## src/rtl/i2c_reg_target.sv

```systemverilog
// I2C target exposing a bank of 8-bit registers.
// Byte after the address sets the pointer; later bytes read/write at it.
module i2c_reg_target #(
   parameter int         REGCOUNT = 12,
   parameter logic [6:0] DEV_ADDR = 7'h42
) (
   input  logic                  clock,
   input  logic                  reset,
   input  logic                  scl_in,
   input  logic                  sda_in,
   output logic                  sda_oe,
   output logic [8*REGCOUNT-1:0] registers_packed,
   output logic                  wr_pulse,
   output logic [7:0]            wr_idx
);

   typedef enum logic [3:0] {
      S_IDLE,
      S_ADDR,
      S_ADDR_ACK,
      S_PTR,
      S_PTR_ACK,
      S_WDATA,
      S_WDATA_ACK,
      S_RDATA,
      S_RDATA_ACK
   } state_t;

   localparam logic [7:0] LP_LAST = 8'(REGCOUNT - 1);

   logic       r_scl_s1, r_scl_s2, r_scl_d;
   logic       r_sda_s1, r_sda_s2, r_sda_d;
   logic       w_scl_rise, w_scl_fall;
   logic       w_start, w_stop;

   state_t     r_state, w_state_nxt;
   logic [3:0] r_bitcnt, w_bitcnt_nxt;
   logic [7:0] r_shift, w_shift_nxt;
   logic [7:0] r_ptr, w_ptr_nxt;
   logic       r_ack, w_ack_nxt;
   logic       r_sda_oe, w_sda_oe_nxt;
   logic       r_wr_pulse, w_wr_pulse_nxt;
   logic [7:0] r_wr_idx, w_wr_idx_nxt;
   logic [7:0] r_regs [REGCOUNT];
   logic [7:0] w_regs_nxt [REGCOUNT];

   logic [7:0] w_rx_byte;
   logic [7:0] w_ptr_inc;
   logic       w_ptr_ok;
   logic [7:0] w_rd_cur, w_rd_inc;

   // Pin synchronizers plus one history flop for edge detection.
   always_ff @(posedge clock or posedge reset) begin
      if (reset) begin
         r_scl_s1 <= 1'b1;
         r_scl_s2 <= 1'b1;
         r_scl_d  <= 1'b1;
         r_sda_s1 <= 1'b1;
         r_sda_s2 <= 1'b1;
         r_sda_d  <= 1'b1;
      end else begin
         r_scl_s1 <= scl_in;
         r_scl_s2 <= r_scl_s1;
         r_scl_d  <= r_scl_s2;
         r_sda_s1 <= sda_in;
         r_sda_s2 <= r_sda_s1;
         r_sda_d  <= r_sda_s2;
      end
   end

   assign w_scl_rise = r_scl_s2 & ~r_scl_d;
   assign w_scl_fall = ~r_scl_s2 & r_scl_d;
   assign w_start    = r_scl_s2 & r_scl_d & ~r_sda_s2 & r_sda_d;
   assign w_stop     = r_scl_s2 & r_scl_d & r_sda_s2 & ~r_sda_d;
   assign w_rx_byte  = {r_shift[6:0], r_sda_s2};

   // Pointer arithmetic: wrap at the last register, bound check.
   always_comb begin
      w_ptr_ok  = (r_ptr <= LP_LAST);
      w_ptr_inc = (r_ptr == LP_LAST) ? 8'd0 : r_ptr + 8'd1;
   end

   // Read mux for current and next pointer; empty slots read FF.
   always_comb begin
      w_rd_cur = 8'hFF;
      w_rd_inc = 8'hFF;
      for (int i = 0; i < REGCOUNT; i++) begin
         if (r_ptr == 8'(i))     w_rd_cur = r_regs[i];
         if (w_ptr_inc == 8'(i)) w_rd_inc = r_regs[i];
      end
   end

   // State and datapath registers.
   always_ff @(posedge clock or posedge reset) begin
      if (reset) begin
         r_state    <= S_IDLE;
         r_bitcnt   <= 4'd0;
         r_shift    <= 8'd0;
         r_ptr      <= 8'd0;
         r_ack      <= 1'b0;
         r_sda_oe   <= 1'b0;
         r_wr_pulse <= 1'b0;
         r_wr_idx   <= 8'd0;
         for (int i = 0; i < REGCOUNT; i++) r_regs[i] <= 8'd0;
      end else begin
         r_state    <= w_state_nxt;
         r_bitcnt   <= w_bitcnt_nxt;
         r_shift    <= w_shift_nxt;
         r_ptr      <= w_ptr_nxt;
         r_ack      <= w_ack_nxt;
         r_sda_oe   <= w_sda_oe_nxt;
         r_wr_pulse <= w_wr_pulse_nxt;
         r_wr_idx   <= w_wr_idx_nxt;
         r_regs     <= w_regs_nxt;
      end
   end

   // Protocol FSM: bits in on SCL rise, SDA drive moves on SCL fall.
   always_comb begin
      w_state_nxt    = r_state;
      w_bitcnt_nxt   = r_bitcnt;
      w_shift_nxt    = r_shift;
      w_ptr_nxt      = r_ptr;
      w_ack_nxt      = r_ack;
      w_sda_oe_nxt   = r_sda_oe;
      w_wr_pulse_nxt = 1'b0;
      w_wr_idx_nxt   = r_wr_idx;
      w_regs_nxt     = r_regs;
      if (w_stop) begin
         w_state_nxt  = S_IDLE;
         w_sda_oe_nxt = 1'b0;
      end else if (w_start) begin
         w_state_nxt  = S_ADDR;
         w_bitcnt_nxt = 4'd0;
         w_sda_oe_nxt = 1'b0;
      end else begin
         case (r_state)
            S_ADDR: begin
               if (w_scl_rise) begin
                  w_shift_nxt  = w_rx_byte;
                  w_bitcnt_nxt = r_bitcnt + 4'd1;
               end else if (w_scl_fall && r_bitcnt == 4'd8) begin
                  if (r_shift[7:1] == DEV_ADDR) begin
                     w_state_nxt  = S_ADDR_ACK;
                     w_sda_oe_nxt = 1'b1;
                  end else begin
                     w_state_nxt  = S_IDLE;
                     w_sda_oe_nxt = 1'b0;
                  end
               end
            end
            S_ADDR_ACK: begin
               if (w_scl_fall) begin
                  w_bitcnt_nxt = 4'd0;
                  if (r_shift[0]) begin
                     w_state_nxt  = S_RDATA;
                     w_shift_nxt  = w_rd_cur;
                     w_sda_oe_nxt = ~w_rd_cur[7];
                  end else begin
                     w_state_nxt  = S_PTR;
                     w_sda_oe_nxt = 1'b0;
                  end
               end
            end
            S_PTR: begin
               if (w_scl_rise) begin
                  w_shift_nxt  = w_rx_byte;
                  w_bitcnt_nxt = r_bitcnt + 4'd1;
                  if (r_bitcnt == 4'd7) w_ptr_nxt = w_rx_byte;
               end else if (w_scl_fall && r_bitcnt == 4'd8) begin
                  w_state_nxt  = S_PTR_ACK;
                  w_sda_oe_nxt = 1'b1;
               end
            end
            S_PTR_ACK, S_WDATA_ACK: begin
               if (w_scl_fall) begin
                  w_state_nxt  = S_WDATA;
                  w_bitcnt_nxt = 4'd0;
                  w_sda_oe_nxt = 1'b0;
               end
            end
            S_WDATA: begin
               if (w_scl_rise) begin
                  w_shift_nxt  = w_rx_byte;
                  w_bitcnt_nxt = r_bitcnt + 4'd1;
                  if (r_bitcnt == 4'd7) begin
                     w_ack_nxt = w_ptr_ok;
                     if (w_ptr_ok) begin
                        for (int i = 0; i < REGCOUNT; i++)
                           if (r_ptr == 8'(i)) w_regs_nxt[i] = w_rx_byte;
                        w_wr_pulse_nxt = 1'b1;
                        w_wr_idx_nxt   = r_ptr;
                        w_ptr_nxt      = w_ptr_inc;
                     end
                  end
               end else if (w_scl_fall && r_bitcnt == 4'd8) begin
                  w_state_nxt  = S_WDATA_ACK;
                  w_sda_oe_nxt = r_ack;
               end
            end
            S_RDATA: begin
               if (w_scl_rise) begin
                  w_bitcnt_nxt = r_bitcnt + 4'd1;
               end else if (w_scl_fall) begin
                  if (r_bitcnt == 4'd8) begin
                     w_state_nxt  = S_RDATA_ACK;
                     w_sda_oe_nxt = 1'b0;
                  end else begin
                     w_shift_nxt  = {r_shift[6:0], 1'b0};
                     w_sda_oe_nxt = ~r_shift[6];
                  end
               end
            end
            S_RDATA_ACK: begin
               if (w_scl_rise) begin
                  w_ack_nxt = ~r_sda_s2;
               end else if (w_scl_fall) begin
                  if (r_ack) begin
                     w_state_nxt  = S_RDATA;
                     w_bitcnt_nxt = 4'd0;
                     w_ptr_nxt    = w_ptr_inc;
                     w_shift_nxt  = w_rd_inc;
                     w_sda_oe_nxt = ~w_rd_inc[7];
                  end else begin
                     w_state_nxt  = S_IDLE;
                     w_sda_oe_nxt = 1'b0;
                  end
               end
            end
            default: begin
               w_state_nxt  = S_IDLE;
               w_sda_oe_nxt = 1'b0;
            end
         endcase
      end
   end

   for (genvar g = 0; g < REGCOUNT; g++) begin : g_pack
      assign registers_packed[8*g +: 8] = r_regs[g];
   end

   assign sda_oe   = r_sda_oe;
   assign wr_pulse = r_wr_pulse;
   assign wr_idx   = r_wr_idx;

endmodule

```

## config.mk

```make
export PLATFORM = sky130hd
export DESIGN_NAME = i2c_reg_target
export DESIGN_NICKNAME = d
export VERILOG_FILES = /design/src/rtl/i2c_reg_target.sv
export SDC_FILE = /design/constraint.sdc
export NUM_CORES = 1
export LEC_CHECK = 0
export ABC_AREA = 1
export BUFFER_PORTS_ARGS = -buffer_cell sky130_fd_sc_hd__buf_2
export CAP_MARGIN = 15
export CORE_ASPECT_RATIO = 1.5
export CORE_UTILIZATION = 58
export CTS_BUF_LIST = sky130_fd_sc_hd__clkbuf_4 sky130_fd_sc_hd__clkbuf_8
export DETAILED_ROUTE_END_ITERATION = 10
export PLACE_DENSITY = 0.83
export SLEW_MARGIN = 20
export SYNTH_ARGS = -nofsm -noshare
export SYNTH_HDL_FRONTEND = slang
export SYNTH_SLANG_ARGS = --single-unit
```

## constraint.sdc

```tcl
create_clock -name clock -period 5.9 [get_ports clock]
set_clock_uncertainty 0.1 [all_clocks]
set_input_delay 0.885 -clock clock [delete_from_list [all_inputs] [get_ports clock]]
set_output_delay 0.885 -clock clock [all_outputs]
set_load 0.05 [all_outputs]
```

# Word level (Yosys, flattened, before mapping)
# Index checks and enable logic that the tools add are counted.
[totals] regBits=137 inputBits=4 output_inout_bits=106
[op_classes] add_sub_neg=2 magnitude_cmp=1 eq_ne=66 mux=99 bitwise_logic=16 reduce_logical=31
[op_table] op="$mux 8" count=42
[op_table] op="$reduce_and 7->1" count=13
[op_table] op="$mux 4" count=21
[op_table] op="$eq 8x3->1 const B" count=8
[op_table] op="$eq 8x4->1 const B" count=8
[op_table] op="$ne 4x4->1 const B" count=13
[op_table] op="$eq 8x2->1 const B" count=4
[op_table] op="$pmux 8 s4" count=1
[op_table] op="$ne 2x2->1 const B" count=14
[op_table] op="$pmux 4 s7" count=1
[op_table] op="$mux 1" count=27
[op_table] op="$pmux 8 s3" count=1
[op_table] op="$reduce_and 12->1" count=2
[op_table] op="$reduce_and 11->1" count=2
[op_table] op="$eq 4x3->1 const B" count=5
[op_table] op="$eq 8x1->1 const B" count=2
[op_table] op="$logic_not 8->1" count=2
[op_table] op="$reduce_and 13->1" count=1
[op_table] op="$pmux 4 s3" count=1
[op_table] op="$reduce_and 6->1" count=2
[op_table] op="$ne 3x3->1 const B" count=3
[op_table] op="$not 1->1" count=9
[op_table] op="$add 8x1->8 const B" count=1
[op_table] op="$eq 4x2->1 const B" count=2
[op_table] op="19 further kinds" count=30

# Logic depth before layout (Yosys ltp)
[logic_depth] ltp_word=22 mapped_depth=26 depth_no_buf=26

# Worst setup path after synthesis
# OpenSTA, ideal clock, no wires.
[synth_path] kind="reg-to-reg" start="reg r_ptr[0]" end="reg r_shift[0]" setup_ns=0.113 arrival_ns=2.316 required_ns=5.687 setup_slack_ns=3.372 path_stages_with_launch=25 synth_period_minus_slack_ns=2.528 path_cell_list="dfrtp_1 -> ha_1 -> buf_2 -> nand3_1 -> xor2_1 -> nand2_2 -> nor2_4 -> buf_6 -> nand2_2 -> nor2_1 -> nand2_1 -> nand3_1 -> nand2_1 -> nand3b_1 -> nand2_1 -> nand2_1 -> nand2_1 -> nand2_1 -> nand2_1 -> nand2_1 -> nand2_1 -> nand2_1 -> nand3_1 -> nand2_1 -> inv_1"
[synth_via] elab_chain_cells=19 elab_cells_between_ends=56
[synth_rtl] element="start: declaration" line="39" source="logic [7:0] r_ptr, w_ptr_nxt;"
[synth_rtl] element="start signal: assignment" line="109" source="r_ptr <= w_ptr_nxt;"
[synth_rtl] element="$add 8x1->8 or $eq 8x4->1 (tied branches)" line="80, 88"
[synth_rtl] element="$mux 8" line="80" source="w_ptr_inc = (r_ptr == LP_LAST) ? 8'd0 : r_ptr + 8'd1;"
[synth_rtl] element="$logic_not 8->1" line="89" source="if (w_ptr_inc == 8'(i)) w_rd_inc = r_regs[i];"
[synth_rtl] element="$mux 8 (12 in series)" line="89"
[synth_rtl] element="$mux 8" line="218" source="if (r_ack) begin"
[synth_rtl] element="$mux 8" line="217" source="end else if (w_scl_fall) begin"
[synth_rtl] element="$mux 8" line="215" source="if (w_scl_rise) begin"
[synth_rtl] element="$pmux 8 s4 (*)" line="137" source="case (r_state)"
[synth_rtl] element="end signal: assignment" line="108" source="r_shift <= w_shift_nxt;"
[synth_rtl] element="end: declaration" line="38" source="logic [7:0] r_shift, w_shift_nxt;"
# Mark *: on every way between the ends. The rest lies on a longest branch, timed or not. The select of a mux whose other input is x is not followed.
# A chain may end at the register's enable or synchronous reset.

# Final worst setup path
# Ends and elaborated chain as after synthesis.

==> flow_summary.json <==
{
  "layout.cells.non_filler": 1463,
  "synth_area_sq_mm": 0.008254,
  "crit_fanout": 14,
  "path_delay_family": "simple AND/OR/NAND/NOR gates",
  "cts_buffer_depth": 2,
  "synthCells": 1201,
  "hold_path_class": "flip-flop to flip-flop",
  "cp_common_cell": "nand2_1",
  "fin_crit_sh_pct": 57.55,
  "grt_setup_unrepaired": "no",
  "nNetsFinal": 1296,
  "end_kind": "flip-flop",
  "hold_violations": 0,
  "die_w_um": 99.41,
  "area_growth_pct": 11.11,
  "setup_viol": 0,
  "synth_edf_count": 0,
  "cts_setup_buffers": 0,
  "max_freq_mhz": 294.5,
  "clk_pin_slew_ns": 0.09,
  "dp.cells": 1432,
  "clock_sinks": 137,
  "drc": 0,
  "dr_total_vias": 8311,
  "multiInputGateArea_sq_mm": 0.003961,
  "vdd_drop_max_uv": 186.1,
  "cp.arrival_ns": 3.66,
  "synth-main-ff-cell": "dfrtp_1",
  "core_sq_mm": 0.01393,
  "overflow": 0,
  "fill_cells": 1320,
  "die_y_um": 148.1,
  "cts-root-buf": "clkbuf_8",
  "clk_latency_ns": 0.47,
  "via_per_inst": 5.681,
  "drv_slew": 0,
  "critPathRequiredTime_ns": 6.16,
  "status": "completed",
  "cts_max_level": 4,
  "fin_tns_setup_ns": 0,
  "cts_buffers": 17,
  "drtAntennaViolNets": 0,
  "seqCellArea_sq_mm": 0.003436,
  "grt_pass1_vias": 7555,
  "crit_chain": "ha_1 > nand3_1 > xor2_1 > nand2_2 > nor2_4 > nand2_1 > or2_1 > nand3_1 > nand2_1 > nand3b_1 > nand2_1 > nand2_1 > nand2_1 > nand2_1 > nand2_1 > nand2_1 > nand2_1 > nand2_1 > nand3_1 > nand2_1 > inv_1",
  "critPathLaunchType": "flip-flop",
  "initial_core_util_pct": 59.27,
  "hpwlAfterDp_um": 17570,
  "max_stage_delay_ns": 0.42,
  "fin_area_sq_mm": 0.009171,
  "ys_warn_count": 0,
  "syn_avg_cell_area_sq_um": 6.873,
  "synth.distinct_cells": 46,
  "maxCapViolCount": 0,
  "antenna_found_initial": 0,
  "placed_cell_area_sq_mm": 0.008801,
  "io_pins": 110,
  "final_layout_size_suffix_gt1_share_pct": 16.18,
  "routabilityCongestion": 0.9679,
  "min_period_ns": 3.395,
  "cts_hold_buf": 0,
  "grt_max_degree": 80,
  "syn-num-nets": 1211,
  "synth.ff_latch_count": 137,
  "path_buf_inv": 1,
  "grt_pass1_wl_um": 38930,
  "n_antenna_cell": 0,
  "first_pass_iters": 5,
  "dieArea_sq_mm": 0.01472,
  "synthArstFlopShare_pct": 100.0,
  "cp_slowest_cell": "dfrtp_1",
  "cts_tree": "done",
  "grtUsageTotal_pct": 34.66,
  "synth.yosys.seq_area_share_pct": 41.62,
  "cts-resized-gates": 0,
  "max-slew-margin-rel_pct": 29.86,
  "drt-initial-drc-count": 664,
  "power_density_mw_per_mm2": 346.9,
  "io_buffers": 109,
  "leakage_nw": 4.828,
  "path_class": "flip-flop to flip-flop",
  "wl_per_cell_um": 16.91,
  "drt_wl_total_um": 24730,
  "worst_pin_slew_ns": 1.046,
  "fp-row-count": 53
}
[cells in the final DEF, fill, tap and decap left out, types with 5 or more instances in the layout]
master    Yosys  final
ha_1          6      6
nor2_2        8      8
nor2_1       85     85
o21ai_0     165    165
o21ai_1       8      8
nand4_1       8      8
nor3_2        5      5
buf_2         9    109
o21bai_1      5      5
nand2_2       9      9
o211ai_1     10     10
a21oi_1      44     44
inv_2        18     18
dfrtp_1     131    131
clkbuf_8      0     18
dfstp_2       6      6
inv_1       151    150
nand3_1      46     46
nor3_1       15     15
o21ai_2       5      5
nand2_1     391    391
[synthesized netlist by cell type, types with 2 or more instances]
| master | n | area share [%] |
|---|---|---|
| a21oi_1 | 44 | 2.7 |
| nor2_1 | 85 | 3.9 |
| ha_1 | 6 | 0.91 |
| a21oi_2 | 3 | 0.32 |
| nor3_1 | 15 | 0.91 |
| nand2_1 | 391 | 18 |
| nor4_1 | 2 | 0.15 |
| buf_2 | 9 | 0.55 |
| nor2_2 | 8 | 0.61 |
| o21ai_0 | 165 | 10 |
| o21ai_1 | 8 | 0.49 |
| or2_0 | 4 | 0.30 |
| dfstp_2 | 6 | 1.9 |
| inv_2 | 18 | 0.82 |
| o2111ai_1 | 2 | 0.21 |
| o221ai_1 | 2 | 0.21 |
| dfrtp_1 | 131 | 40 |
| nor2_4 | 4 | 0.55 |
| buf_6 | 5 | 0.68 |
| nor3_2 | 5 | 0.61 |
| o21ai_2 | 5 | 0.53 |
| o22ai_1 | 3 | 0.23 |
| or2_2 | 4 | 0.30 |
| nand2_2 | 9 | 0.68 |
| o21bai_1 | 5 | 0.45 |
| nand3b_1 | 4 | 0.36 |
| clkbuf_1 | 28 | 1.3 |
| inv_1 | 151 | 6.9 |
| nand3_1 | 46 | 2.8 |
| o211ai_1 | 10 | 0.91 |
| nand4_1 | 8 | 0.61 |
[state kept, by name (all words and copies together) (netlist names), 4 cells and up]
register,flops
registers_packed,96
r_ptr,8
r_shift,8
wr_idx,8
r_bitcnt,4
r_state,4
[layout make-up]
| class | instances | area share [%] |
|---|---|---|
| tap | 165 | 2.251 |
| inverter | 170 | 7.026 |
| clock inverter | 13 | 1.337 |
| sequential | 137 | 37.46 |
| clock buffer | 18 | 2.701 |
| multi-input combinational | 850 | 43.19 |
| timing repair buffer | 110 | 6.030 |
[cell families after synthesis]
logic type / after synthesis / share of synthesized area, %
XOR/XNOR: 2 / 0.2123
AO/OA/AOI/OAI: 251 / 16.39
adder cells (fa/ha/maj): 6 / 0.9095
buffers and inverters: 214 / 10.38
AND/OR/NAND/NOR: 591 / 30.48
flip-flops: 137 / 41.62
[power by group]
part | total [mW] | internal [mW] | switching [mW]
clock | 0.749 | 0.345 | 0.404
combinational | 1.38 | 0.380 | 1.00
sequential | 1.05 | 0.991 | 0.0583
total | 3.18 | 1.72 | 1.47
[worst register-to-register path, stage by stage (launching register included)]
cell and delay, ns:
dfrtp_1 0.42, ha_1 0.38, nand3_1 0.16, xor2_1 0.24, nand2_2 0.12, nor2_4 0.33, nand2_1 0.32, or2_1 0.30
nand3_1 0.10, nand2_1 0.07, nand3b_1 0.09, nand2_1 0.06, nand2_1 0.06, nand2_1 0.05, nand2_1 0.06, nand2_1 0.05
nand2_1 0.05, nand2_1 0.10, nand2_1 0.07, nand3_1 0.06, nand2_1 0.06, inv_1 0.04
[final timing paths]
| kind | from | endpoint | depth (start not counted) | slack, ns |
|---|---|---|---|---|
| min in group asynchronous | reset | registers_packed[71] | 2 | 0.42 |
| max reg2reg | r_ptr[0] | r_shift[0] | 21 | 2.50 |
| min reg2reg | r_sda_s1 | r_sda_s2 | 0 | 0.26 |
| max | r_ptr[0] | r_shift[0] | 21 | 2.50 |
| max in group asynchronous | reset | r_ptr[6] | 3 | 4.06 |
| min | r_sda_s1 | r_sda_s2 | 0 | 0.26 |
[layer usage]
| metal | share of wire, % | GRT usage, % |
|---|---|---|
| met5 | 0 | 0 |
| met4 | 5.6 | 22.35 |
| met3 | 6.2 | 4.558 |
| met2 | 49 | 57.33 |
| met1 | 39 | 42.51 |
[through the flow]
stage	utilization, %	total power, mW	hold WS (ns)	setup slack, ns
2_1_floorplan	-	2.000	0.2452	1.257
3_3_place_gp	63.20	2.405	0.2460	2.637
3_5_place_dp	63.20	2.415	0.2481	2.573
4_1_cts	65.86	3.153	0.2599	2.550
5_1_grt	65.86	3.367	0.2611	2.148
6_report	65.86	3.182	0.2586	2.505
No activity file was read; power rests on OpenSTA's default activity.
